### config.mk
export PLATFORM = sky130hd
export DESIGN_NAME = branch_resolve_ctrl
export DESIGN_NICKNAME = d
export VERILOG_FILES = /design/src/rtl/branch_resolve_ctrl.sv
export SDC_FILE = /design/constraint.sdc
export NUM_CORES = 1
export LEC_CHECK = 0
export CAP_MARGIN = 20
export CORE_MARGIN = 8
export CORE_UTILIZATION = 50
export CTS_BUF_LIST = sky130_fd_sc_hd__clkbuf_16
export DETAILED_ROUTE_END_ITERATION = 16
export GPL_ROUTABILITY_DRIVEN = 0
export PLACE_DENSITY = 0.87
export REMOVE_ABC_BUFFERS = 1
export SYNTH_ARGS = -nofsm -noshare
export SYNTH_HDL_FRONTEND = slang
export SYNTH_SLANG_ARGS = --single-unit
export TNS_END_PERCENT = 5
### constraint.sdc
create_clock -name clk -period 9 [get_ports clk]
set_clock_uncertainty 0.2 [all_clocks]
set_input_delay 1.35 -clock clk [delete_from_list [all_inputs] [get_ports clk]]
set_output_delay 1.35 -clock clk [all_outputs]
set_load 0.02 [all_outputs]
### src/rtl/branch_resolve_ctrl.sv
// ---------------------------------------------------------------------------
// branch_resolve_ctrl
//   Resolves beq/bne in the ID stage. A branch is captured from ID, held until
//   both forwarded operands are final, presented to an external equality
//   comparator through registered operands, and, when taken, handed to IF as
//   a redirect over a valid/ready handshake. The block owns the IF/ID stall
//   and keeps saturating statistics of taken branches and stalled cycles.
//
// Parameters
//   CNT_W           width of the saturating statistics counters
//
// Ports
//   clk             rising-edge clock
//   reset           asynchronous active-high reset
//   br_valid        ID holds a beq/bne this cycle
//   br_ne           1 = bne, 0 = beq
//   br_pc           PC of the branch instruction
//   br_imm          raw 16-bit offset field
//   rs_ready        rs forwarded value is final this cycle
//   rt_ready        rt forwarded value is final this cycle
//   rs_data         forwarded rs value
//   rt_data         forwarded rt value
//   flush           kill any in-flight branch (exception/eret)
//   cmp_a, cmp_b    registered comparator operands
//   cmp_zero        comparator result, 1 = cmp_a == cmp_b
//   stall           freeze IF/ID
//   redirect_valid  redirect_pc is valid
//   redirect_ready  IF accepts the redirect
//   redirect_pc     branch target
//   resolve_done    one-cycle pulse when a branch retires (taken or not)
//   taken_cnt       saturating count of taken branches
//   stall_cnt       saturating count of cycles with stall high
// ---------------------------------------------------------------------------
module branch_resolve_ctrl #(
  parameter int unsigned CNT_W = 16
) (
  input  logic             clk,
  input  logic             reset,
  input  logic             br_valid,
  input  logic             br_ne,
  input  logic [31:0]      br_pc,
  input  logic [15:0]      br_imm,
  input  logic             rs_ready,
  input  logic             rt_ready,
  input  logic [31:0]      rs_data,
  input  logic [31:0]      rt_data,
  input  logic             flush,
  output logic [31:0]      cmp_a,
  output logic [31:0]      cmp_b,
  input  logic             cmp_zero,
  output logic             stall,
  output logic             redirect_valid,
  input  logic             redirect_ready,
  output logic [31:0]      redirect_pc,
  output logic             resolve_done,
  output logic [CNT_W-1:0] taken_cnt,
  output logic [CNT_W-1:0] stall_cnt
);

  typedef enum logic [1:0] {
    S_IDLE,
    S_WAIT,
    S_CMP,
    S_REDIR
  } state_t;

  state_t      state;
  logic        ne_q;
  logic        both_ready;
  logic        taken;
  logic [31:0] target;

  // Sign-extended word offset relative to the delay-slot PC; wraps mod 2^32.
  always_comb begin
    target = br_pc + 32'd4 + {{14{br_imm[15]}}, br_imm, 2'b00};
  end

  always_comb begin
    both_ready = rs_ready & rt_ready;
  end

  // beq is taken on equality, bne on inequality.
  always_comb begin
    taken = cmp_zero ^ ne_q;
  end

  // Combinational so the branch freezes ID in the very cycle it appears.
  always_comb begin
    stall = (state != S_IDLE) | ((state == S_IDLE) & br_valid);
  end

  always_ff @(posedge clk or posedge reset) begin
    if (reset) begin
      state          <= S_IDLE;
      ne_q           <= 1'b0;
      cmp_a          <= '0;
      cmp_b          <= '0;
      redirect_pc    <= '0;
      redirect_valid <= 1'b0;
      resolve_done   <= 1'b0;
      taken_cnt      <= '0;
      stall_cnt      <= '0;
    end else begin
      resolve_done <= 1'b0;

      // Counts every stalled cycle, including those of a branch being flushed.
      if (stall && (stall_cnt != '1)) begin
        stall_cnt <= stall_cnt + 1'b1;
      end

      if (flush) begin
        state          <= S_IDLE;
        redirect_valid <= 1'b0;
      end else begin
        case (state)
          S_IDLE: begin
            if (br_valid) begin
              ne_q        <= br_ne;
              redirect_pc <= target;
              if (both_ready) begin
                cmp_a <= rs_data;
                cmp_b <= rt_data;
                state <= S_CMP;
              end else begin
                state <= S_WAIT;
              end
            end
          end

          S_WAIT: begin
            if (both_ready) begin
              cmp_a <= rs_data;
              cmp_b <= rt_data;
              state <= S_CMP;
            end
          end

          S_CMP: begin
            if (taken) begin
              state          <= S_REDIR;
              redirect_valid <= 1'b1;
              if (taken_cnt != '1) begin
                taken_cnt <= taken_cnt + 1'b1;
              end
            end else begin
              state        <= S_IDLE;
              resolve_done <= 1'b1;
            end
          end

          S_REDIR: begin
            if (redirect_ready) begin
              state          <= S_IDLE;
              redirect_valid <= 1'b0;
              resolve_done   <= 1'b1;
            end
          end

          default: begin
            state          <= S_IDLE;
            redirect_valid <= 1'b0;
          end
        endcase
      end
    end
  end

endmodule

# Yosys cells after proc, flatten, opt, wreduce, memory -nomap -nowiden
# Index checks and enable logic that the tools add are counted.
[word_totals] regBits=133 elab_cells=59 output_inout_bits=131
[op_classes] add_sub_neg=4 bitwise_logic=5 n_reduce_logical=10 n_eq_ne=10 muxes=21
[op_table] op="$mux W32" n=4
[op_table] op="$pmux W32 S2" n=2
[op_table] op="$add A16 B1 Y16 const B" n=2
[op_table] op="$add A32 B3 Y32 const B" n=1
[op_table] op="$add A32 B32 Y32" n=1
[op_table] op="$ne A16 B16 Y1 const B" n=2
[op_table] op="$mux W2" n=6
[op_table] op="$ne A3 B3 Y1 const B" n=4
[op_table] op="$reduce_and A3 Y1" n=4
[op_table] op="$pmux W2 S4" n=1
[op_table] op="$mux W1" n=6
[op_table] op="$eq A2 B2 Y1 const B" n=2
[op_table] op="$pmux W1 S2" n=2
[op_table] op="$reduce_and A4 Y1" n=1
[op_table] op="$reduce_bool A2 Y1" n=2
[op_table] op="$reduce_bool A3 Y1" n=1
[op_table] op="$and A1 B1 Y1" n=2
[op_table] op="$eq A2 B1 Y1 const B" n=1
[op_table] op="$logic_not A2 Y1" n=1
[op_table] op="$ne A2 B2 Y1 const B" n=1
[op_table] op="$logic_and A1 B1 Y1" n=1
[op_table] op="$not A1 Y1" n=1
[op_table] op="$or A1 B1 Y1" n=1
[op_table] op="$xor A1 B1 Y1" n=1

# Logic depth before layout (Yosys ltp)
[logic_depth] depth_word=5 mapped_depth=12 mapped_depth_nobuf=12

# Least setup slack after synthesis
# OpenSTA, ideal clock, no wires.
[synth_timing] path_type="input to register" start="input port br_pc[3]" end="register redirect_pc[27]" n_path_buf=0 path_stages=10 arrival_ns=3.391 setup_time_ns=0.095 setup_slack_ns=5.314 path_cell_list="ha_1 ha_1 fa_1 a21o_1 a31oi_2 nor3_2 o211ai_2 a21oi_2 o21a_1 o31ai_1"
[synth_between] elab_chain_len=2
[synth_rtl] element="start, declared" line_no="41" source="input logic [31:0] br_pc,"
[synth_rtl] element="$add A32 B3 Y32" line_no="75" source="target = br_pc + 32'd4 + {{14{br_imm[15]}}, br_imm, 2'b00};"
[synth_rtl] element="$add A32 B32 Y32" line_no="75"
[synth_rtl] element="end signal, assigned" line_no="119" source="redirect_pc <= target;"
[synth_rtl] element="end, declared" line_no="54" source="output logic [31:0] redirect_pc,"
# Every way passes these cells.
# A chain may end at the register's enable or synchronous reset.

# Worst setup path in the final report
[layout_timing] start="input port br_imm[15]" end="register redirect_pc[26]"
[layout_between] elab_chain_len=1
[layout_rtl] element="start, declared" line_no="42" source="input logic [15:0] br_imm,"
[layout_rtl] element="$add A32 B32 Y32" line_no="75"
# Every way passes these cells.

==> flow_metrics.tcl <==
set metrics [dict create \
    result_of_the_run "completed" \
    post_synth_top_area_share_pct 46.0 \
    worst_skew_pair.late_latency_ns 0.41 \
    crit_path_end_kind "flop" \
    root_buffer "sky130_fd_sc_hd__clkbuf_16" \
    most-common-layout-cells "sky130_fd_sc_hd__clkdlybuf4s50_1, sky130_fd_sc_hd__dfrtp_1, sky130_fd_sc_hd__nand2_1, sky130_fd_sc_hd__mux2_2, sky130_fd_sc_hd__ha_1" \
    io_pins 252 \
    clk_transition_reported_paths_ns 0.05 \
    synth_warn 0 \
    worst_ir_drop_vdd_uv 131 \
    drtPass1Iterations 4 \
    dpl.cell_count 1067 \
    most_common_cell_after_layout_fill_and_taps_aside "sky130_fd_sc_hd__clkdlybuf4s50_1" \
    buffers_from_clock_root_to_sink_at_most 2 \
    worst-path-max-fanout 15 \
    dr.first_iter.drc_count 216 \
    worst-endpoint-arrival_ns 4.36 \
    yosysSeqAreaShare_pct 46.0 \
    num_antenna_cells 0 \
    globalRouteOverflowTotal 0 \
    io_buffer_count 251 \
    pin_count_of_the_biggest_net_entering_global_routing 80 \
    fp.dieArea_sq_um 18600 \
    area_growth_pct 44.3 \
    post_route_cells_drive_above_1_share_pct 12.9 \
    slew-limit-headroom_pct 34.6 \
    post_cts_buffers 0 \
    initial_core_util_pct 50.5 \
    yosys-top-cells-area "sky130_fd_sc_hd__dfrtp_1, sky130_fd_sc_hd__mux2_2, sky130_fd_sc_hd__ha_1" \
    vias 5880 \
    wire_length_of_the_first_global_routing_pass_mm 31.3 \
    cts_tree "done" \
    clock_sink_count 133 \
    ys_types 66 \
    ctsHtreeMaxLevel 4 \
    cap_viol_max_count 0 \
    final_cell_count_no_fill 1097 \
    routed_wl_mm 19.8 \
    synth_seq_cells 133 \
    final.min_clock_period_ns 4.32 \
    cts.hold.buffers_added 0 \
    cts_inserted_buffers 17 \
    power_density_nw_per_um2 235 \
    synth_area_sq_um 7230 \
    routed_via_density 5.36 \
    antenna_violations_before_repair 0 \
    design.final.nets 1083 \
    dominantRegCellSynth "sky130_fd_sc_hd__dfrtp_1" \
    finalCritPeriodShare_pct 48.0 \
    number_of_nets_still_failing_antenna_checks_after_routing 0 \
    timing.final.hold_violations 0 \
    detailedPlacementHpwl_mm 15.4 \
    power_leakage_nw 4.56 \
    crit_path_start_kind "primary input" \
    setup_repair_after_global_routing_missed_its_margin "no" \
    min_path_type "flop to flop" \
    post_synth.cell_area_avg_sq_um 11.0 \
    number_of_global_route_vias_before_repair 5904 \
    fin_setup_tns_ns 0 \
    die_height_um 136 \
    synth_enable_flop_cells 0 \
    timing_worst_setup_path_type "primary input to flop" \
    floorplan.core_area_sq_um 14300 \
    cts_resized 0 \
    die-width_um 136 \
    asyncSetResetFlopFracSynth_pct 100 \
    post_drt_wl_per_cell_um 18.1 \
    final_max_slew_viol_count 0 \
    groute.usage.overall_pct 21.6 \
    synthDominantAreaCellType "sky130_fd_sc_hd__dfrtp_1" \
    setup_violations 0 \
    max_clock_freq_mhz 232 \
    cell_rows 44 \
    worst-endpoint-required_ns 9.04 \
    route.detailed.drc 0 \
    tightest_pin_transition_ns 0.980 \
    synth_cells 655 \
]
[critical path: stages]
cell and delay [ns]:
sky130_fd_sc_hd__clkdlybuf4s50_1 0.83, sky130_fd_sc_hd__ha_1 0.34, sky130_fd_sc_hd__ha_1 0.37, sky130_fd_sc_hd__a21oi_1 0.23
sky130_fd_sc_hd__o21ai_0 0.15, sky130_fd_sc_hd__a31oi_1 0.18, sky130_fd_sc_hd__o21ai_0 0.13, sky130_fd_sc_hd__a211oi_1 0.48
sky130_fd_sc_hd__xor2_1 0.20, sky130_fd_sc_hd__o21ai_0 0.10
[cell type report]
class | count | area [sq um]
clock inverters | 13 | 144
fillers | 1012 | 3880
multi-input cells | 487 | 3740
well taps | 184 | 230
inverters | 9 | 36.3
clock buffers | 17 | 425
repair buffers | 254 | 2530
flip-flops and latches | 133 | 3330
[flip-flops by register name, summed over array words and instances, names as in the netlist]
name            cells
cmp_a              32
cmp_b              32
redirect_pc        32
stall_cnt          16
taken_cnt          16
state               2
ne_q                1
redirect_valid      1
resolve_done        1
[cells by family after synthesis]
family	count (synthesis)	share of synthesized area [%]
buffers and inverters	35	2.44
adder cells (fa/ha/maj)	60	10.5
AO/OA/AOI/OAI	118	10.9
multiplexers	68	10.6
XOR/XNOR	57	6.90
AND/OR/NAND/NOR	184	12.7
flip-flops	133	46.0
[worst paths after layout]
| check | cells after the start | slack (ns) | from | end |
|---|---|---|---|---|
| setup reg to reg | 5 | 6.29 | state[1]$_DFFE_PP0P_ | redirect_pc[30]$_DFFE_PP0P_ |
| setup / recovery | 10 | 4.68 | br_imm[15] | redirect_pc[26]$_DFFE_PP0P_ |
| hold / removal | 2 | 0.27 | redirect_pc[3]$_DFFE_PP0P_ | redirect_pc[3]$_DFFE_PP0P_ |
| hold reg to reg | 2 | 0.27 | redirect_pc[3]$_DFFE_PP0P_ | redirect_pc[3]$_DFFE_PP0P_ |
| min in group asynchronous | 2 | 1.19 | reset | stall_cnt[10]$_DFFE_PP0P_ |
| max in group asynchronous | 3 | 5.94 | reset | cmp_a[24]$_DFFE_PP0P_ |
[layer usage]
metal / routed length [um] / up-vias / track usage (%)
li1: - / 2840 / -
met1: 8130 / 2803 / 25.1
met2: 9760 / 217 / 36.7
met3: 1650 / 20 / 7.02
met4: 281 / 0 / 7.32
met5: 0 / - / 0
[stage by stage]
stage | setup WS, ns | area, sq um | util, % | power (mW) | hold WS (ns)
floorplan | 3.90 | 7090 | - | 1.32 | 0.266
global placement | 4.42 | 9870 | 68.9 | 1.76 | 0.258
detailed placement | 4.30 | 9870 | 68.9 | 1.79 | 0.261
CTS | 4.69 | 10400 | 72.9 | 2.47 | 0.275
global route | 4.51 | 10400 | 72.9 | 2.58 | 0.286
finish | 4.68 | 10400 | 72.9 | 2.45 | 0.272
[where the power goes]
| group | internal [mW] | switching [mW] |
|---|---|---|
| clock network | 0.426 | 0.249 |
| registers | 0.746 | 0.0982 |
| logic | 0.463 | 0.466 |
| total | 1.64 | 0.814 |
[cell usage after synthesis, types with 3 or more instances]
cell / number
sky130_fd_sc_hd__a21o_1: 8
sky130_fd_sc_hd__a21oi_1: 27
sky130_fd_sc_hd__and2_1: 3
sky130_fd_sc_hd__and3_1: 6
sky130_fd_sc_hd__and4_4: 3
sky130_fd_sc_hd__buf_2: 5
sky130_fd_sc_hd__buf_4: 6
sky130_fd_sc_hd__clkbuf_1: 12
sky130_fd_sc_hd__dfrtp_1: 133
sky130_fd_sc_hd__ha_1: 59
sky130_fd_sc_hd__inv_1: 9
sky130_fd_sc_hd__mux2_2: 66
sky130_fd_sc_hd__nand2_1: 82
sky130_fd_sc_hd__nand2b_1: 3
sky130_fd_sc_hd__nand3_1: 19
sky130_fd_sc_hd__nand4_1: 15
sky130_fd_sc_hd__nor2_1: 24
sky130_fd_sc_hd__nor3_1: 5
sky130_fd_sc_hd__nor3_2: 3
sky130_fd_sc_hd__nor4_1: 3
sky130_fd_sc_hd__o21a_1: 3
sky130_fd_sc_hd__o21ai_0: 40
sky130_fd_sc_hd__o21ai_1: 3
sky130_fd_sc_hd__o21bai_1: 5
sky130_fd_sc_hd__xnor2_1: 37
sky130_fd_sc_hd__xor2_1: 20
Note: power is estimated with default switching activity, not from simulation.
